`src/rtl/diff_manchester_enc_if.sv`:
```
// AXI-Stream beat bundle shared by the encoder's input and output sides.
// The master drives valid/last/data/strb and the slave answers with ready.
interface diff_manchester_enc_if #(
    parameter int DATA_W = 32
);
    logic                  tvalid;
    logic                  tready;
    logic                  tlast;
    logic [DATA_W-1:0]     tdata;
    logic [DATA_W/8-1:0]   tstrb;

    modport master (output tvalid, tlast, tdata, tstrb, input tready);
    modport slave  (input tvalid, tlast, tdata, tstrb, output tready);
endinterface

```
`src/rtl/diff_manchester_enc.sv`:
```
// Differential-Manchester line encoder: one input bit becomes 2*SAMPLES_PER_CHIP chip beats.
// Define DIFF_MANCHESTER_ENC_PREAMBLE_EN to emit PREAMBLE_BITS zero bits after reset and after every packet.
module diff_manchester_enc #(
    parameter int C_S00_AXIS_TDATA_WIDTH = 32,
    parameter int C_M00_AXIS_TDATA_WIDTH = 32,
    parameter int SAMPLES_PER_CHIP       = 1,
    parameter int PREAMBLE_BITS          = 8
) (
    input  logic                          s00_axis_aclk,
    input  logic                          s00_axis_areset,
    diff_manchester_enc_if.slave          s00_axis,
    diff_manchester_enc_if.master         m00_axis
);

    localparam int               CNT_W  = $clog2(2 * SAMPLES_PER_CHIP) + 1;
    localparam logic [CNT_W-1:0] RELOAD = CNT_W'(2 * SAMPLES_PER_CHIP - 1);
    localparam logic [CNT_W-1:0] HALF   = CNT_W'(SAMPLES_PER_CHIP);
    localparam logic [CNT_W-1:0] ONE    = CNT_W'(1);

    logic [C_S00_AXIS_TDATA_WIDTH-1:0]   s_data;
    logic [C_S00_AXIS_TDATA_WIDTH/8-1:0] s_strb;
    logic                                unused_in;

    assign s_data    = s00_axis.tdata;
    assign s_strb    = s00_axis.tstrb;
    assign unused_in = ^{s_strb, s_data[C_S00_AXIS_TDATA_WIDTH-1:1]};

    logic             level_q, level_d;
    logic [CNT_W-1:0] rem_q,   rem_d;
    logic             bit_q,   bit_d;
    logic             blast_q, blast_d;
    logic             vld_q,   vld_d;
    logic             last_q,  last_d;
    logic             chip_q,  chip_d;

    logic slot_free;
    logic in_hs;
    logic end_of_bit;
    logic pre_active;
    logic pre_start;
    logic first_chip;
    logic in_first_chip;

    assign slot_free     = ~vld_q | m00_axis.tready;
    assign end_of_bit    = slot_free & (rem_q == ONE);
    assign in_hs         = s00_axis.tvalid & s00_axis.tready;
    assign first_chip    = bit_q ? level_q : ~level_q;
    assign in_first_chip = s_data[0] ? level_q : ~level_q;

    assign s00_axis.tready = slot_free & (rem_q == '0) & ~pre_active;

    assign m00_axis.tvalid = vld_q;
    assign m00_axis.tlast  = last_q;
    assign m00_axis.tdata  = C_M00_AXIS_TDATA_WIDTH'(chip_q);
    assign m00_axis.tstrb  = '1;

`ifdef DIFF_MANCHESTER_ENC_PREAMBLE_EN
    localparam int            PRE_W  = (PREAMBLE_BITS > 0) ? $clog2(PREAMBLE_BITS + 1) : 1;
    localparam logic [PRE_W-1:0] PRE_N  = PRE_W'(PREAMBLE_BITS);
    localparam logic [PRE_W-1:0] PRE_1  = PRE_W'(1);
    localparam logic             PRE_ON = (PREAMBLE_BITS > 0);

    logic             pre_active_q, pre_active_d;
    logic [PRE_W-1:0] pre_cnt_q,    pre_cnt_d;

    assign pre_active = pre_active_q;
    assign pre_start  = pre_active_q & slot_free & (rem_q == '0) & (pre_cnt_q != '0);

    // pre_cnt counts preamble bits not yet started; the flag drops with the final sample of the last one.
    always_comb begin
        pre_active_d = pre_active_q;
        pre_cnt_d    = pre_cnt_q;
        if (pre_start)
            pre_cnt_d = pre_cnt_q - PRE_1;
        if (end_of_bit && pre_active_q && (pre_cnt_q == '0))
            pre_active_d = 1'b0;
        if (end_of_bit && blast_q && PRE_ON) begin
            pre_active_d = 1'b1;
            pre_cnt_d    = PRE_N;
        end
    end

    always_ff @(posedge s00_axis_aclk) begin
        if (s00_axis_areset) begin
            pre_active_q <= PRE_ON;
            pre_cnt_q    <= PRE_N;
        end else begin
            pre_active_q <= pre_active_d;
            pre_cnt_q    <= pre_cnt_d;
        end
    end
`else
    logic unused_pre;

    assign pre_active = 1'b0;
    assign pre_start  = 1'b0;
    assign unused_pre = (PREAMBLE_BITS > 0);
`endif

    // Line level only moves once a bit's last sample is loaded, so both chips derive from one stable level.
    always_comb begin
        level_d = level_q;
        rem_d   = rem_q;
        bit_d   = bit_q;
        blast_d = blast_q;
        vld_d   = vld_q;
        last_d  = last_q;
        chip_d  = chip_q;
        if (in_hs) begin
            chip_d  = in_first_chip;
            vld_d   = 1'b1;
            last_d  = 1'b0;
            rem_d   = RELOAD;
            bit_d   = s_data[0];
            blast_d = s00_axis.tlast;
        end else if (pre_start) begin
            chip_d  = ~level_q;
            vld_d   = 1'b1;
            last_d  = 1'b0;
            rem_d   = RELOAD;
            bit_d   = 1'b0;
            blast_d = 1'b0;
        end else if (slot_free && (rem_q != '0)) begin
            chip_d = (rem_q > HALF) ? first_chip : ~first_chip;
            vld_d  = 1'b1;
            rem_d  = rem_q - ONE;
            last_d = (rem_q == ONE) & blast_q;
            if (rem_q == ONE)
                level_d = ~first_chip;
        end else if (slot_free) begin
            vld_d  = 1'b0;
            last_d = 1'b0;
        end
    end

    always_ff @(posedge s00_axis_aclk) begin
        if (s00_axis_areset) begin
            level_q <= 1'b1;
            rem_q   <= '0;
            bit_q   <= 1'b0;
            blast_q <= 1'b0;
            vld_q   <= 1'b0;
            last_q  <= 1'b0;
            chip_q  <= 1'b0;
        end else begin
            level_q <= level_d;
            rem_q   <= rem_d;
            bit_q   <= bit_d;
            blast_q <= blast_d;
            vld_q   <= vld_d;
            last_q  <= last_d;
            chip_q  <= chip_d;
        end
    end

    a_hold: assert property (@(posedge s00_axis_aclk) disable iff (s00_axis_areset)
        (vld_q && !m00_axis.tready) |=> (vld_q && $stable(chip_q) && $stable(last_q)));

    a_last_valid: assert property (@(posedge s00_axis_aclk) disable iff (s00_axis_areset)
        last_q |-> vld_q);

endmodule

```
`src/flat_wrapper.sv`:
```
// flat-port wrapper written by rule: the top's interface ports become plain ports
module diff_manchester_enc_flat 
#(
    parameter int C_S00_AXIS_TDATA_WIDTH = 32,
    parameter int C_M00_AXIS_TDATA_WIDTH = 32,
    parameter int SAMPLES_PER_CHIP       = 1,
    parameter int PREAMBLE_BITS          = 8
)
  (s00_axis_aclk, s00_axis_areset, s00_axis_tvalid, s00_axis_tlast, s00_axis_tdata, s00_axis_tstrb, s00_axis_tready, m00_axis_tvalid, m00_axis_tlast, m00_axis_tdata, m00_axis_tstrb, m00_axis_tready);
  diff_manchester_enc_if #(.DATA_W(32)) s00_axis_i ();
  diff_manchester_enc_if #(.DATA_W(32)) m00_axis_i ();
  input  logic s00_axis_aclk;
  input  logic s00_axis_areset;
  input wire logic [$bits(s00_axis_i.tvalid)-1:0] s00_axis_tvalid;
  input wire logic [$bits(s00_axis_i.tlast)-1:0] s00_axis_tlast;
  input wire logic [$bits(s00_axis_i.tdata)-1:0] s00_axis_tdata;
  input wire logic [$bits(s00_axis_i.tstrb)-1:0] s00_axis_tstrb;
  output wire logic [$bits(s00_axis_i.tready)-1:0] s00_axis_tready;
  output wire logic [$bits(m00_axis_i.tvalid)-1:0] m00_axis_tvalid;
  output wire logic [$bits(m00_axis_i.tlast)-1:0] m00_axis_tlast;
  output wire logic [$bits(m00_axis_i.tdata)-1:0] m00_axis_tdata;
  output wire logic [$bits(m00_axis_i.tstrb)-1:0] m00_axis_tstrb;
  input wire logic [$bits(m00_axis_i.tready)-1:0] m00_axis_tready;
  assign s00_axis_i.tvalid = s00_axis_tvalid;
  assign s00_axis_i.tlast = s00_axis_tlast;
  assign s00_axis_i.tdata = s00_axis_tdata;
  assign s00_axis_i.tstrb = s00_axis_tstrb;
  assign s00_axis_tready = s00_axis_i.tready;
  assign m00_axis_tvalid = m00_axis_i.tvalid;
  assign m00_axis_tlast = m00_axis_i.tlast;
  assign m00_axis_tdata = m00_axis_i.tdata;
  assign m00_axis_tstrb = m00_axis_i.tstrb;
  assign m00_axis_i.tready = m00_axis_tready;
  diff_manchester_enc #(.C_S00_AXIS_TDATA_WIDTH(C_S00_AXIS_TDATA_WIDTH), .C_M00_AXIS_TDATA_WIDTH(C_M00_AXIS_TDATA_WIDTH), .SAMPLES_PER_CHIP(SAMPLES_PER_CHIP), .PREAMBLE_BITS(PREAMBLE_BITS)) u_core (.s00_axis_aclk(s00_axis_aclk), .s00_axis_areset(s00_axis_areset), .s00_axis(s00_axis_i), .m00_axis(m00_axis_i));
endmodule
```
`config.mk`:
```
export PLATFORM = sky130hd
export DESIGN_NAME = diff_manchester_enc_flat
export DESIGN_NICKNAME = d
export VERILOG_FILES = /design/src/rtl/diff_manchester_enc_if.sv /design/src/rtl/diff_manchester_enc.sv /design/src/flat_wrapper.sv
export SDC_FILE = /design/constraint.sdc
export NUM_CORES = 1
export LEC_CHECK = 0
export CORE_UTILIZATION = 29
export DETAILED_ROUTE_END_ITERATION = 6
export PLACE_DENSITY_LB_ADDON = 0.2
export SYNTH_ARGS = -nofsm -noshare
export SYNTH_HDL_FRONTEND = slang
export SYNTH_SLANG_ARGS = --single-unit
```
`constraint.sdc`:
```
create_clock -name s00_axis_aclk -period 2.1 [get_ports s00_axis_aclk]
set_input_delay 0.315 -clock s00_axis_aclk [delete_from_list [all_inputs] [get_ports s00_axis_aclk]]
set_output_delay 0.315 -clock s00_axis_aclk [all_outputs]
set_load 0.05 [all_outputs]
```
==> flow_summary.toml, run 1 <==
[synth]
synthSimpleGateAreaFrac = 0.1561
synth_top_family_by_area = "buffers and inverters"
ys_seq_area_frac = 0.2323
avgSynthCellArea_um2 = 8.207
synth-seq-cells = 8
yosysUniqueCellTypes = 25
synth_compound_area_frac = 0.06352
yosysWarnings = 0
synth_area_um2 = 689.4
synth_fa_ha_area_frac = 0.03630
synthXorXnorAreaFrac = 0.05082
syn-instance-count = 84
yosys-mux-area-fraction = 0.02904

[clock_tree]
insertion_delay_ns = 0.26
cts.path.max_buffers = 2
postCtsResizedCells = 0
ctsHoldBuffers = 0
cts_max_level = 1
tritoncts = "yes"
cts-root-buf = "clkbuf_4"
cts_sinks = 8
numCtsBuffers = 3
post-cts-setup-buffers = 0
path_clk_slew_ns = 0.06

[setup_path]
cp.arrival_ns = 1.47
setup.worst_path.end_class = "output pin"
crit_cells = 1
critical-path-max-stage-delay_ns = 0.82
required_ns = 1.78
critPathSlowestCell = "clkdlybuf4s50_1"
crit_type = "reg -> out"
path_cells = "clkdlybuf4s50_1"
crit_family = "buffers and inverters"
ff2ff_path_depth = 5
cp_max_fo = 3
cp_num_buf_inv = 1
startpoint_type = "flop"

[final_layout]
seq_area_um2 = 160.2
insertedDiodeCount = 0
fin_util = 0.3098
final_nets = 136
multiInputGateArea_um2 = 362.8
drive_above_1_share = 0.07692
area_growth_pct = 0.3631
fillCellCount = 260

[power_and_ir_drop]
cellPowerDensity_nw_per_um2 = 953.5
irDropWorstVdd_v = 0.0003603
p_leak_uw = 0.0003268

[placement]
portBuffers = 9
dpl.hpwl_um = 746.5
gp_congestion = 0.6986

[hold_path]
hold_path_depth = 2
hp-class = "reg -> reg"

[timing]
setup_violations = 0
period_share = 0.8481
slew_violations = 0
min_period_ns = 1.781
fin_tns_setup_ns = 0
finalHoldViolations = 0
fmax_mhz = 561.5
clock_skew_ns = 0.005051
rsz0062_at_grt = "false"

[global_routing]
grt_pass1_vias = 314
grt_overflow_total = 0
antenna_found_initial = 0
grt_max_degree = 9
grt_pass1_wl_mm = 1.345
track_usage = 0.07412

[run_status]
outcome = "finished, final reports clean"

[detailed_routing]
drc = 0
vias = 418
vias_per_cell = 3.513
antenna_left = 0
drtIter0Drc = 6
first_pass_iters = 2
wire_per_inst_um = 7.513
wirelength_um = 894

[die]
dieArea_um2 = 2576
die_w_um = 50.76
die_h_um = 50.76
row_count = 17
start_util = 0.3087
coreArea_um2 = 2233
num_io_pins = 80

[run]
maxCapViolCount = 0
## logic make-up (layout without fill, tap and decap cells)
logic type | Yosys count | count (layout)
buf+inv | 41 | 15
simple gates | 18 | 18
mux | 2 | 2
xor+xnor | 4 | 4
other cells | 2 | 35
compound gates | 7 | 7
fa+ha+maj | 2 | 2
flops | 8 | 8
## synthesized netlist by cell type
library cell | instances | area (um2)
a21oi_1 | 4 | 20.02
mux2i_1 | 2 | 20.02
buf_4 | 36 | 270.3
buf_2 | 1 | 5.000
o21ai_0 | 1 | 5.000
ha_1 | 2 | 25.02
and2_1 | 1 | 6.260
a2111oi_1 | 1 | 10.01
conb_1 | 2 | 7.510
a22o_1 | 1 | 8.760
buf_1 | 1 | 3.750
dfxtp_1 | 8 | 160.2
xor2_1 | 2 | 17.52
nand3_1 | 1 | 5.000
and3_1 | 1 | 6.260
nor3_2 | 1 | 10.01
nor2b_1 | 1 | 6.260
nand2b_4 | 1 | 13.76
nor3_1 | 2 | 10.01
nor2b_4 | 1 | 13.76
inv_1 | 3 | 11.26
nand2_1 | 3 | 11.26
xnor2_1 | 2 | 17.52
nand2b_1 | 1 | 6.260
nor2_1 | 5 | 18.77
## power breakdown
part | switching, uW | total (uW) | leakage (uW) | internal, uW
sequential | 14.4 | 187 | 0.0000659 | 172
combinational | 257 | 353 | 0.000247 | 96.1
clock | 54.6 | 120 | 0.0000138 | 65.6
total | 326 | 660 | 0.000327 | 334
## final cells by class
cell class,count,area share
repair buffers,9,0.1447
flip-flops and latches,8,0.2315
multi-input cells,68,0.5244
well taps,28,0.05063
clock buffers,3,0.03255
inverters,3,0.01627
## state kept, by name, summed over array words and instances (netlist names)
name / count
u_core.rem_q: 2
u_core.m00_axis.tlast: 1
u_core.level_q: 1
u_core.bit_q: 1
u_core.blast_q: 1
u_core.m00_axis.tvalid: 1
u_core.chip_q: 1
## worst paths after layout
kind,start,to,slack [ns]
worst max-delay path,u_core.m00_axis.tvalid$_SDFFE_PP0P_,m00_axis_tvalid,0.32
worst min-delay path,u_core.rem_q[0]$_SDFFE_PP0P_,u_core.rem_q[0]$_SDFFE_PP0P_,0.50
worst max register to register,u_core.rem_q[0]$_SDFFE_PP0P_,u_core.rem_q[1]$_SDFFE_PP0P_,0.72
worst min register to register,u_core.rem_q[0]$_SDFFE_PP0P_,u_core.rem_q[0]$_SDFFE_PP0P_,0.50
## cell usage in the layout, fill, tap and decap left out, drive strengths merged, types with 2 or more instances in the layout
master         Yosys  final
conb               2     35
clkdlybuf4s50      0      8
dfxtp              8      8
nor2               5      5
a21oi              4      4
inv                3      3
nand2              3      3
clkbuf             0      3
nor3               3      3
mux2i              2      2
xnor2              2      2
xor2               2      2
ha                 2      2
nand2b             2      2
nor2b              2      2
## layer usage
metal / track usage / share of wire
met2: 0.1022 / 0.45
met3: 0.04848 / 0.11
met4: 0.02778 / 0
met5: 0 / 0
met1: 0.09025 / 0.44
## stage by stage
stage / hold slack, ns / setup WS (ns) / total power (uW) / cell area, um2 / cells
final: 0.4986 / 0.3189 / 659.8 / 691.9 / 119
after global routing: 0.5524 / 0.2698 / 697.9 / 691.9 / 119
after CTS: 0.4997 / 0.3032 / 667.7 / 691.9 / 119
after detailed placement: 0.4856 / 0.4262 / 544.6 / 669.4 / 116
after global placement: 0.4754 / 0.4256 / 541.5 / 669.4 / 116
after floorplan: 0.4602 / 0.6309 / 528.5 / 813.3 / 117
Power figures use the tool's default switching activity.
==> run 2, diff against run 1 <==
Settings changed: CORE_UTILIZATION 29 to 24.
Clock period 2.1 ns to 1.5 ns, I/O delays scaled along.
==> flow_summary.toml, run 2 (synthesis gave the netlist of run 1 again) <==
[run_status]
outcome = "finished, final reports clean"

[clock_tree]
path_clk_slew_ns = 0.06
cts.path.max_buffers = 2
numCtsBuffers = 3
cts_sinks = 8
cts_max_level = 1
tritoncts = "yes"
post-cts-setup-buffers = 0
insertion_delay_ns = 0.25
cts-root-buf = "clkbuf_4"

[global_routing]
track_usage = 0.06431
grt_max_degree = 8
grt_pass1_wl_mm = 1.524
antenna_found_initial = 0
grt_pass1_vias = 353
grt_overflow_total = 0

[final_layout]
drive_above_1_share = 0.1613
area_growth_pct = 5.263
insertedDiodeCount = 0
layout_commonest_cell = "conb_1"
stdcell_area_um2 = 725.7
layout_common_cells = "35 x conb_1, 8 x dfxtp_1, 5 x nor2_1, 5 x clkdlybuf4s50_1"
fillCellCount = 301
final_nets = 138
largest_register = "u_core.rem_q"
largest_reg_flops = 2

[setup_path]
setup.worst_path.end_class = "output pin"
cp.arrival_ns = 1.21
crit_type = "reg -> out"
startpoint_type = "flop"
cp_max_fo = 7
required_ns = 1.27

[placement]
place_area_um2 = 693.2
portBuffers = 9
gp_congestion = 0.6412
dpl.hpwl_um = 741.3

[detailed_routing]
drc = 0
first_pass_iters = 2
vias_per_cell = 3.411
vias = 423
antenna_left = 0
drtIter0Drc = 9
wire_per_inst_um = 7.242
wirelength_um = 898

[timing]
clock_skew_ns = 0.008208
setup_violations = 0
fmax_mhz = 695.6
rsz0062_at_grt = "false"
slew_violations = 0
finalHoldViolations = 0
period_share = 0.9584
min_period_ns = 1.438
fin_tns_setup_ns = 0

[hold_path]
hp-class = "reg -> reg"

[power_and_ir_drop]
irDropWorstVdd_v = 0.0005206
cellPowerDensity_nw_per_um2 = 1311
p_leak_uw = 0.0003470

[die]
row_count = 19
die_w_um = 55.60
dieArea_um2 = 3091
die_h_um = 55.60
start_util = 0.2522
num_io_pins = 80
coreArea_um2 = 2734

[run]
maxCapViolCount = 0
-- run 2: cell count changes in the layout (fill, tap and decap cells not counted), sizes merged --
cell           previous run  this run
buf                       1         6
clkdlybuf4s50             8         5
-- run 2: final cells by class --
cell class	instances	area, um2	area share
multi-input combinational	68	372.9	0.5138
inverter	3	11.26	0.01552
tap	31	38.79	0.05345
clock buffer	3	22.52	0.03103
timing repair buffer	11	120.1	0.1655
sequential	8	160.2	0.2207
-- run 2: worst max-delay path, stage by stage, from the launching register on --
cell and delay [ns]:
dfxtp_1 0.32, inv_1 0.08, ha_2 0.25, and2_4 0.18, buf_12 0.13
-- run 2: power by group --
group / internal, uW / total [uW] / switching (uW)
clock network: 91.3 / 160 / 68.9
logic: 159 / 528 / 369
registers: 241 / 264 / 22.3
-- run 2: repair_timing --
item / in CTS / in global routing
gates resized for setup: 1 / 2
setup endpoints to repair: 1 / 2
hold buffers: 0 / 0
-- run 2: stage by stage --
step | instances | hold WS, ns | util | power (uW) | setup slack [ns]
2_1_floorplan | 117 | 0.3722 | - | 739.9 | 0.03090
3_3_place_gp | 121 | 0.4771 | 0.2535 | 772.6 | -0.05138
3_5_place_dp | 121 | 0.4900 | 0.2535 | 772.4 | -0.05054
4_1_cts | 124 | 0.5040 | 0.2627 | 944.2 | 0.003741
5_1_grt | 124 | 0.5160 | 0.2654 | 1010 | 0.002992
6_report | 124 | 0.4982 | 0.2654 | 951.3 | 0.06240
-- run 2: routing by layer --
layer / vias to the layer above / GRT usage / routed length [um]
li1: 212 / - / -
met1: 187 / 0.08261 / 392
met2: 24 / 0.09122 / 434
met3: 0 / 0.03488 / 71
met4: 0 / 0.02143 / 0
met5: - / 0 / 0
-- run 2: path summary, 6_finish.rpt --
kind / depth (start not counted) / start / endpoint / slack (ns)
min reg2reg: 2 / u_core.blast_q$_SDFFE_PP0P_ / u_core.blast_q$_SDFFE_PP0P_ / 0.50
min: 2 / u_core.blast_q$_SDFFE_PP0P_ / u_core.blast_q$_SDFFE_PP0P_ / 0.50
max: 4 / u_core.rem_q[0]$_SDFFE_PP0P_ / s00_axis_tready / 0.06
max reg2reg: 5 / u_core.rem_q[0]$_SDFFE_PP0P_ / u_core.rem_q[1]$_SDFFE_PP0P_ / 0.14
